<file path="src/rtl/cpu_seq_pkg.sv">
// Shared definitions for the CPU sequencer: state encoding, opcode/funct
// constants and the instruction-class encoding.
package cpu_seq_pkg;

    localparam logic [2:0] ST_IDLE   = 3'd0;
    localparam logic [2:0] ST_FETCH  = 3'd1;
    localparam logic [2:0] ST_DECODE = 3'd2;
    localparam logic [2:0] ST_EXEC   = 3'd3;
    localparam logic [2:0] ST_MEM    = 3'd4;
    localparam logic [2:0] ST_WB     = 3'd5;
    localparam logic [2:0] ST_PC1    = 3'd6;
    localparam logic [2:0] ST_PC2    = 3'd7;

    typedef enum logic [2:0] {
        S_IDLE   = ST_IDLE,
        S_FETCH  = ST_FETCH,
        S_DECODE = ST_DECODE,
        S_EXEC   = ST_EXEC,
        S_MEM    = ST_MEM,
        S_WB     = ST_WB,
        S_PC1    = ST_PC1,
        S_PC2    = ST_PC2
    } state_e;

    localparam logic [5:0] OP_SPECIAL = 6'h00;
    localparam logic [5:0] OP_REGIMM  = 6'h01;
    localparam logic [5:0] OP_J       = 6'h02;
    localparam logic [5:0] OP_JAL     = 6'h03;
    localparam logic [5:0] OP_BEQ     = 6'h04;
    localparam logic [5:0] OP_BNE     = 6'h05;
    localparam logic [5:0] OP_BLEZ    = 6'h06;
    localparam logic [5:0] OP_BGTZ    = 6'h07;
    localparam logic [5:0] OP_LW      = 6'h23;
    localparam logic [5:0] OP_SW      = 6'h2B;

    localparam logic [5:0] FN_JR      = 6'h08;
    localparam logic [5:0] FN_JALR    = 6'h09;

    typedef enum logic [3:0] {
        CLS_RTYPE   = 4'd0,
        CLS_ITYPE   = 4'd1,
        CLS_LOAD    = 4'd2,
        CLS_STORE   = 4'd3,
        CLS_BR      = 4'd4,
        CLS_J       = 4'd5,
        CLS_JAL     = 4'd6,
        CLS_JR      = 4'd7,
        CLS_JALR    = 4'd8,
        CLS_ILLEGAL = 4'd9
    } instr_class_e;

endpackage

</file>
<file path="src/rtl/instr_classifier.sv">
// Combinational opcode/funct to instruction-class decoder; shared with the
// hazard logic, so it carries no state.
module instr_classifier
    import cpu_seq_pkg::*;
(
    input  logic [5:0]   opcode_i,
    input  logic [5:0]   funct_i,
    output instr_class_e cls_o
);

    always_comb begin
        cls_o = CLS_ILLEGAL;
        case (opcode_i)
            OP_SPECIAL: begin
                if (funct_i == FN_JR)
                    cls_o = CLS_JR;
                else if (funct_i == FN_JALR)
                    cls_o = CLS_JALR;
                else
                    cls_o = CLS_RTYPE;
            end
            OP_REGIMM, OP_BEQ, OP_BNE, OP_BLEZ, OP_BGTZ: cls_o = CLS_BR;
            OP_J:   cls_o = CLS_J;
            OP_JAL: cls_o = CLS_JAL;
            OP_LW:  cls_o = CLS_LOAD;
            OP_SW:  cls_o = CLS_STORE;
            6'h08, 6'h09, 6'h0A, 6'h0B,
            6'h0C, 6'h0D, 6'h0E, 6'h0F: cls_o = CLS_ITYPE;
            default: cls_o = CLS_ILLEGAL;
        endcase
    end

endmodule

</file>
<file path="src/rtl/cpu_sequencer.sv">
// Multi-cycle control FSM: fetch, classify, sequence ALU/memory/writeback,
// then issue one or two PC-unit step pulses per instruction.
//
// state  | meaning
// IDLE   | post-reset, moves to FETCH next cycle
// FETCH  | request instruction; holds (quiet) while halt is high
// DECODE | ir_load pulse, class already latched
// EXEC   | alu_start on entry, wait for alu_done
// MEM    | data-memory access, wait for mem_ready
// WB     | register-file write strobe
// PC1    | first PC step (branch/jump two-phase resolve)
// PC2    | final PC step, instruction retires
module cpu_sequencer
    import cpu_seq_pkg::*;
#(
    parameter int RET_W = 32
) (
    input  logic             clk,
    input  logic             rst,
    input  logic             halt,
    input  logic             instr_valid,
    input  logic [31:0]      instr,
    input  logic             alu_done,
    input  logic             mem_ready,
    output logic             fetch_req,
    output logic             ir_load,
    output logic             alu_start,
    output logic             mem_req,
    output logic             mem_we,
    output logic             reg_we,
    output logic             pc_step,
    output logic             busy,
    output logic [2:0]       state,
    output logic [RET_W-1:0] retired
);

    state_e       state_q, state_d;
    instr_class_e class_q;
    instr_class_e cls_w;
    logic         load_w;
    logic [RET_W-1:0] retired_q;

    logic fetch_req_q, ir_load_q, alu_start_q, mem_req_q;
    logic mem_we_q, reg_we_q, pc_step_q, busy_q;

    logic unused_instr_bits;
    assign unused_instr_bits = ^instr[25:6];

    instr_classifier u_classifier (
        .opcode_i (instr[31:26]),
        .funct_i  (instr[5:0]),
        .cls_o    (cls_w)
    );

    assign load_w = (state_q == S_FETCH) && instr_valid && !halt;

    always_comb begin
        state_d = state_q;
        case (state_q)
            S_IDLE:   state_d = S_FETCH;
            S_FETCH:  if (load_w) state_d = S_DECODE;
            S_DECODE: begin
                case (class_q)
                    CLS_JAL:              state_d = S_PC1;
                    CLS_J, CLS_ILLEGAL:   state_d = S_PC2;
                    default:              state_d = S_EXEC;
                endcase
            end
            S_EXEC: begin
                if (alu_done) begin
                    case (class_q)
                        CLS_RTYPE, CLS_ITYPE: state_d = S_WB;
                        CLS_LOAD, CLS_STORE:  state_d = S_MEM;
                        default:              state_d = S_PC1;
                    endcase
                end
            end
            S_MEM: begin
                if (mem_ready)
                    state_d = (class_q == CLS_STORE) ? S_PC2 : S_WB;
            end
            S_WB:     state_d = S_PC2;
            S_PC1:    state_d = S_PC2;
            S_PC2:    state_d = S_FETCH;
            default:  state_d = S_IDLE;
        endcase
    end

    // Outputs are registered from the next state so each is glitch-free and
    // lines up with the state it belongs to.
    always_ff @(posedge clk) begin
        if (rst) begin
            state_q     <= S_IDLE;
            class_q     <= CLS_ILLEGAL;
            retired_q   <= '0;
            fetch_req_q <= 1'b0;
            ir_load_q   <= 1'b0;
            alu_start_q <= 1'b0;
            mem_req_q   <= 1'b0;
            mem_we_q    <= 1'b0;
            reg_we_q    <= 1'b0;
            pc_step_q   <= 1'b0;
            busy_q      <= 1'b0;
        end else begin
            state_q <= state_d;
            if (load_w)
                class_q <= cls_w;
            if (state_q == S_PC2)
                retired_q <= retired_q + RET_W'(1);
            fetch_req_q <= (state_d == S_FETCH) && !halt;
            ir_load_q   <= (state_d == S_DECODE);
            alu_start_q <= (state_d == S_EXEC) && (state_q != S_EXEC);
            mem_req_q   <= (state_d == S_MEM);
            mem_we_q    <= (state_d == S_MEM) && (class_q == CLS_STORE);
            reg_we_q    <= (state_d == S_WB);
            pc_step_q   <= (state_d == S_PC1) || (state_d == S_PC2);
            busy_q      <= !((state_d == S_IDLE) || ((state_d == S_FETCH) && halt));
        end
    end

    assign fetch_req = fetch_req_q;
    assign ir_load   = ir_load_q;
    assign alu_start = alu_start_q;
    assign mem_req   = mem_req_q;
    assign mem_we    = mem_we_q;
    assign reg_we    = reg_we_q;
    assign pc_step   = pc_step_q;
    assign busy      = busy_q;
    assign state     = state_q;
    assign retired   = retired_q;

endmodule

</file>
<file path="config.mk">
export PLATFORM = sky130hd
export DESIGN_NAME = cpu_sequencer
export DESIGN_NICKNAME = d
export VERILOG_FILES = /design/src/rtl/cpu_seq_pkg.sv /design/src/rtl/instr_classifier.sv /design/src/rtl/cpu_sequencer.sv
export SDC_FILE = /design/constraint.sdc
export NUM_CORES = 1
export LEC_CHECK = 0
export ABC_AREA = 1
export CORE_UTILIZATION = 50
export CTS_BUF_LIST = sky130_fd_sc_hd__clkbuf_4 sky130_fd_sc_hd__clkbuf_8
export DETAILED_ROUTE_END_ITERATION = 8
export PLACE_DENSITY_LB_ADDON = 0.05
export SETUP_SLACK_MARGIN = 0.4
export SLEW_MARGIN = 20
export SYNTH_ARGS = -nofsm -noshare
export SYNTH_HDL_FRONTEND = slang
export SYNTH_HIERARCHICAL = 1
export SYNTH_SLANG_ARGS = --single-unit
</file>
<file path="constraint.sdc">
create_clock -name clk -period 3.13 [get_ports clk]
set_input_delay 0.626 -clock clk [delete_from_list [all_inputs] [get_ports clk]]
set_output_delay 0.626 -clock clk [all_outputs]
set_load 0.03 [all_outputs]
</file>
==> impl_metrics.env, run 1 <==
export IMPL_cts_root_buf="clkbuf_8"
export IMPL_cts_resized=0
export IMPL_reg2reg_depth=7
export IMPL_worst_path_buf_inv=1
export IMPL_min_path_cells=2
export IMPL_pre_cts_ws_ps=1122
export IMPL_drt_total_wl_mm=5.726
export IMPL_start_kind="flip-flop"
export IMPL_cp_data_required_time_ps=2500
export IMPL_gp_congestion=0.8210
export IMPL_ir_drop_mv=0.3347
export IMPL_whs_endpoint="retired[8]"
export IMPL_grt_pass1_vias=2254
export IMPL_drt_first_iter_violations=141
export IMPL_initial_core_util_pct=52.92
export IMPL_path_cells="clkdlybuf4s50_1"
export IMPL_status="complete, no violations"
export IMPL_yosysWarnings=6
export IMPL_rows=25
export IMPL_hpwl_mm=4.386
export IMPL_fin_nets=500
export IMPL_syn_to_final_growth_pct=30.98
export IMPL_synth_avg_cell_area_um2=6.379
export IMPL_postCtsHoldBufs=0
export IMPL_ios=81
export IMPL_netlist_instances=397
export IMPL_min_period_ps=2118
export IMPL_num_vias=2635
export IMPL_multiInputGateArea_mm2=0.001329
export IMPL_ff2ff_setup_slack_ps=1470
export IMPL_grt_max_degree=17
export IMPL_r2r_end="retired[25]"
export IMPL_dr_pass1_iters=4
export IMPL_crit_family="buffers and inverters"
export IMPL_drive_gt1_share_pct=5.628
export IMPL_path_class="flip-flop to output pin"
export IMPL_clock_latency_ps=310
export IMPL_synth_net_count=436
export IMPL_seq_area_frac_synth_pct=37.15
export IMPL_h_tree_depth=2
export IMPL_syn_area_mm2=0.002532
export IMPL_setup_slack_ps=1012
export IMPL_fin_setup_tns_ps=0
export IMPL_tightest_slew_ps=431.2
export IMPL_synth_seq_cells=47
export IMPL_post_cts_buffers=0
export IMPL_slowest_delay_ps=730
export IMPL_tritoncts="built"
export IMPL_endpoint_kind="output pin"
export IMPL_die_h_um=73.17
export IMPL_fin_crit_sh_pct=67.66
export IMPL_hold_path_class="flip-flop to flip-flop"
export IMPL_final_common_cell="nand2_1"
export IMPL_portBuffers=60
export IMPL_cp_max_fo=7
export IMPL_clock_sinks=47
export IMPL_layout_common_cells="88 x nand2_1, 65 x inv_1, 65 x nor2_1"
export IMPL_final_max_slew_violation_count=0
export IMPL_cts_buffers=5
export IMPL_rr_startpoint="state[0]"
export IMPL_drc_errors=0
export IMPL_cp_slowest_cell="clkdlybuf4s50_1"
export IMPL_rsz0062_at_grt="false"
export IMPL_nFillCells=454
export IMPL_max_cap_violations=0
export IMPL_path_clk_slew_ps=90
export IMPL_regArea_um2=940.9
export IMPL_fp_dieW_um=73.17
export IMPL_powerDensity_mw_per_mm2=499.1
export IMPL_leakage_uw=0.001354
export IMPL_antenna_found_initial=0
export IMPL_crit_arrival_ps=1490
export IMPL_globalRouteTotalUtil_pct=23.23
export IMPL_min_from="retired[8]"
export IMPL_setup_viol=0
export IMPL_wl_per_cell_um=10.82
export IMPL_maxSlewHeadroom_pct=71.22
export IMPL_grt_overflow=0
export IMPL_ant_nets=0
export IMPL_cp_startpoint="retired[18]"
export IMPL_grt_pass1_wl_mm=9.722
export IMPL_hold_viol=0
export IMPL_die_area_mm2=0.005353
export IMPL_diodes=0
export IMPL_yosysUniqueCellTypes=25
export IMPL_fmaxAchievable_mhz=472.2
export IMPL_skew_ps=6.760
export IMPL_cts_path_max_buffers=2
export IMPL_design_core_area_mm2=0.004786
export IMPL_via_per_inst=4.981
==> Yosys cell counts, drive strengths merged <==
| cell | count | area, um^2 |
|---|---|---|
| nor3 | 16 | 80.08 |
| clkbuf | 5 | 18.77 |
| inv | 65 | 244.0 |
| o21ai | 21 | 105.1 |
| a21oi | 21 | 105.1 |
| and2 | 1 | 6.260 |
| nor2 | 78 | 354.1 |
| a211oi | 1 | 7.510 |
| nand3b | 1 | 7.510 |
| xor2 | 2 | 17.52 |
| dfxtp | 47 | 940.9 |
| nand3 | 32 | 182.7 |
| o21bai | 1 | 7.510 |
| ha | 1 | 12.51 |
| nand4 | 12 | 75.07 |
| nor3b | 1 | 7.510 |
| nand2 | 88 | 330.3 |
| o21a | 2 | 15.01 |
| o211ai | 2 | 15.01 |
==> how the worst max path moves through the flow <==
stage,endpoint,slack (ps),cells past startpoint
after floorplan,retired[24],1470,8
after global placement,busy,1140,8
after detailed placement,retired[17],1120,5
after CTS,retired[18],1010,1
after global routing,state[0],960,1
final,retired[18],1010,1
==> metrics by stage <==
step                      util [%]  total power, uW  area, um^2  cells  hold WS [ps]
final                        69.31             1656        3317    529         520.5
after detailed placement     67.14             1247        3213    521         500.9
after CTS                    69.31             1655        3317    529         519.0
after floorplan                  -             1065        2532    397         474.5
after global routing         69.31             1746        3317    529         553.5
after global placement       67.14             1244        3213    521         481.4
==> state kept, by name, summed over array words and instances, names as in the netlist <==
name and cells:
ir_load 1, mem_we 1, busy 1, state 3
reg_we 1, fetch_req 1, class_q 4, alu_start 1
retired 32, mem_req 1, pc_step 1
==> cell families after synthesis <==
family / Yosys count / share of synthesized area (%)
AND/OR/NAND/NOR: 229 / 41.21
buffers and inverters: 70 / 10.38
AO/OA/AOI/OAI: 48 / 10.08
flip-flops: 47 / 37.15
XOR/XNOR: 2 / 0.6918
adder cells (fa/ha/maj): 1 / 0.4940
==> area by class of cell <==
type	count	share of cell area [%]
Inverter	65	7.356
Timing Repair Buffer	62	18.56
Tap cell	67	2.527
Sequential cell	47	28.37
Multi-Input combinational cell	280	40.06
Clock buffer	8	3.131
==> routing by layer <==
metal / share of wire, % / vias up / wire, um / track usage (%)
met5: 0 / - / 0 / 0
met2: 44 / 74 / 2542 / 36.32
met1: 49 / 1164 / 2788 / 30.89
met4: 1.6 / 0 / 90 / 8.932
li1: - / 1389 / - / -
met3: 5.3 / 8 / 305 / 5.525
==> worst reg2reg max path: cells and delay by family, from the launching register on <==
| kind | cells | cell delay [ps] |
|---|---|---|
| AND/OR/NAND/NOR | 7 | 1110 |
| flip-flops | 1 | 460 |
==> report_power, final <==
group	leakage, uW	internal, uW	switching (uW)
Sequential	0.000380	656	45.2
Clock	0.0000549	211	207
Combinational	0.000918	199	338
Note: power is estimated with default switching activity, not from simulation.
==> run 2, diff against run 1 <==
--- a/config.mk
+++ b/config.mk
@@ -6,7 +6,7 @@
 export NUM_CORES = 1
 export LEC_CHECK = 0
 export ABC_AREA = 1
-export CORE_UTILIZATION = 50
+export CORE_UTILIZATION = 48
 export CTS_BUF_LIST = sky130_fd_sc_hd__clkbuf_4 sky130_fd_sc_hd__clkbuf_8
 export DETAILED_ROUTE_END_ITERATION = 8
 export PLACE_DENSITY_LB_ADDON = 0.05
==> constraint.sdc (replaced) <==
create_clock -name clk -period 2.2 [get_ports clk]
set_input_delay 0.44 -clock clk [delete_from_list [all_inputs] [get_ports clk]]
set_output_delay 0.44 -clock clk [all_outputs]
set_load 0.03 [all_outputs]
==> impl_metrics.env, run 2 (synthesis gave the netlist of run 1 again) <==
export IMPL_rr_startpoint="state[2]"
export IMPL_maxSlewHeadroom_pct=75.94
export IMPL_path_class="flip-flop to output pin"
export IMPL_path_clk_slew_ps=80
export IMPL_cp_slowest_cell="clkdlybuf4s50_1"
export IMPL_max_cap_violations=0
export IMPL_start_kind="flip-flop"
export IMPL_via_per_inst=4.895
export IMPL_drc_errors=0
export IMPL_dr_pass1_iters=4
export IMPL_fin_setup_tns_ps=0
export IMPL_p_clk_share_pct=23.2
export IMPL_fin_nets=501
export IMPL_post_cts_buffers=0
export IMPL_final_common_cell="nand2_1"
export IMPL_postCtsHoldBufs=0
export IMPL_powerDensity_mw_per_mm2=694.8
export IMPL_ir_drop_mv=0.3910
export IMPL_largest_register_ffs=32
export IMPL_globalRouteTotalUtil_pct=21.37
export IMPL_grt_overflow=0
export IMPL_cts_path_max_buffers=2
export IMPL_seqPwrFrac_pct=43.7
export IMPL_endpoint_kind="output pin"
export IMPL_drive_gt1_share_pct=6.263
export IMPL_hpwl_mm=4.431
export IMPL_drt_first_iter_violations=175
export IMPL_tritoncts="built"
export IMPL_hold_viol=0
export IMPL_min_from="retired[4]"
export IMPL_r2r_end="retired[25]"
export IMPL_drt_total_wl_mm=5.679
export IMPL_setup_viol=0
export IMPL_initial_core_util_pct=49.58
export IMPL_nFillCells=510
export IMPL_design_core_area_mm2=0.005107
export IMPL_fmaxAchievable_mhz=577.6
export IMPL_regArea_um2=943.4
export IMPL_dpl_cell_area_mm2=0.003224
export IMPL_num_vias=2609
export IMPL_rows=26
export IMPL_h_tree_depth=2
export IMPL_min_path_cells=1
export IMPL_min_period_ps=1731
export IMPL_p_comb_share_pct=33.1
export IMPL_stdcell_area_mm2=0.003292
export IMPL_p_int_uw=1452
export IMPL_skew_ps=6.485
export IMPL_grt_pass1_wl_mm=9.239
export IMPL_die_h_um=74.64
export IMPL_antenna_found_initial=0
export IMPL_rsz0062_at_grt="true"
export IMPL_ios=81
export IMPL_syn_to_final_growth_pct=29.99
export IMPL_final_max_slew_violation_count=0
export IMPL_wl_per_cell_um=10.65
export IMPL_grt_max_degree=17
export IMPL_path_cells="clkdlybuf4s50_1"
export IMPL_clock_sinks=47
export IMPL_grt_pass1_vias=2137
export IMPL_whs_endpoint="retired[4]"
export IMPL_worst_path_buf_inv=1
export IMPL_cp_data_required_time_ps=1760
export IMPL_cts_root_buf="clkbuf_8"
export IMPL_layout_common_cells="88 x nand2_1, 65 x inv_1, 65 x nor2_1"
export IMPL_reg2reg_depth=7
export IMPL_power_net_switching_uw=835.2
export IMPL_ff2ff_setup_slack_ps=590
export IMPL_die_area_mm2=0.005570
export IMPL_cp_max_fo=2
export IMPL_multiInputGateArea_mm2=0.001329
export IMPL_diodes=0
export IMPL_fp_dieW_um=74.64
export IMPL_crit_family="buffers and inverters"
export IMPL_switching_share_pct=36.52
export IMPL_leakage_uw=0.001584
export IMPL_gp_congestion=0.8079
export IMPL_tightest_slew_ps=361.0
export IMPL_clock_latency_ps=290
export IMPL_fin_crit_sh_pct=78.69
export IMPL_crit_arrival_ps=1290
export IMPL_slowest_delay_ps=670
export IMPL_hold_path_class="flip-flop to flip-flop"
export IMPL_cts_buffers=5
export IMPL_portBuffers=60
export IMPL_ant_nets=0
export IMPL_status="complete, no violations"
[run 2: cell count changes in the layout (fill, tap and decap cells not counted)]
cell,before,now
buf_4,2,3
clkbuf_4,1,2
clkbuf_8,7,5
clkdlybuf4s50_1,60,26
clkinv_2,0,1
dfxtp_1,47,45
dfxtp_2,0,2
dlygate4sd2_1,0,29
dlymetal6s2s_1,0,5
[run 2: worst max path at each step]
stage | slack, ps | from | to | cells past startpoint
2_1_floorplan | 540 | retired[1] | retired[24] | 8
3_3_place_gp | 410 | alu_done | mem_req | 7
3_5_place_dp | 410 | halt | reg_we | 8
4_1_cts | 400 | retired[8] | retired[8] | 1
5_1_grt | 380 | state[2] | retired[31] | 7
6_report | 470 | retired[31] | retired[31] | 1
[run 2: final cells by class]
class	instances	share of cell area, %
multi-input cells	280	40.36
clock buffers	7	2.547
inverters	65	7.412
well taps	70	2.661
clock inverters	1	0.1520
repair buffers	63	18.21
flip-flops and latches	47	28.66
[run 2: power groups by stage]
stage / combinational [uW] / clock, uW / sequential, uW
2_1_floorplan: 368 / 0 / 1150
3_3_place_gp: 770 / 0 / 1010
3_5_place_dp: 775 / 0 / 1020
4_1_cts: 760 / 548 / 993
5_1_grt: 841 / 575 / 1020
6_report: 757 / 530 / 1000
[run 2: per-stage QoR]
stage / cells / util [%] / hold slack (ps) / power (uW) / setup slack, ps
finish: 533 / 64.45 / 506.2 / 2287 / 468.8
CTS: 533 / 64.16 / 498.8 / 2302 / 402.8
global route: 533 / 64.45 / 530.7 / 2432 / 381.6
floorplan: 397 / - / 474.5 / 1515 / 535.2
detailed placement: 525 / 63.13 / 478.2 / 1790 / 406.1
global placement: 525 / 63.13 / 478.7 / 1784 / 413.7
[run 2: timing repair]
item / CTS / global route
gates resized for setup: 29 / 7
gates cloned: 0 / 0
setup endpoints to repair: 29 / 7
[run 2: worst reg2reg max path, stage by stage, from the launching register on]
cell and delay [ps]:
dfxtp_1 440, nand3_2 210, nor2_2 250, nand4_1 210
nor2_1 190, nand2_1 70, nor2_1 90, nor2_1 50
[run 2: per-layer routing]
layer	GRT usage (%)	wire length (um)
met4	5.660	38
met2	34.63	2561
met5	0	0
met1	28.62	2796
met3	5.087	282
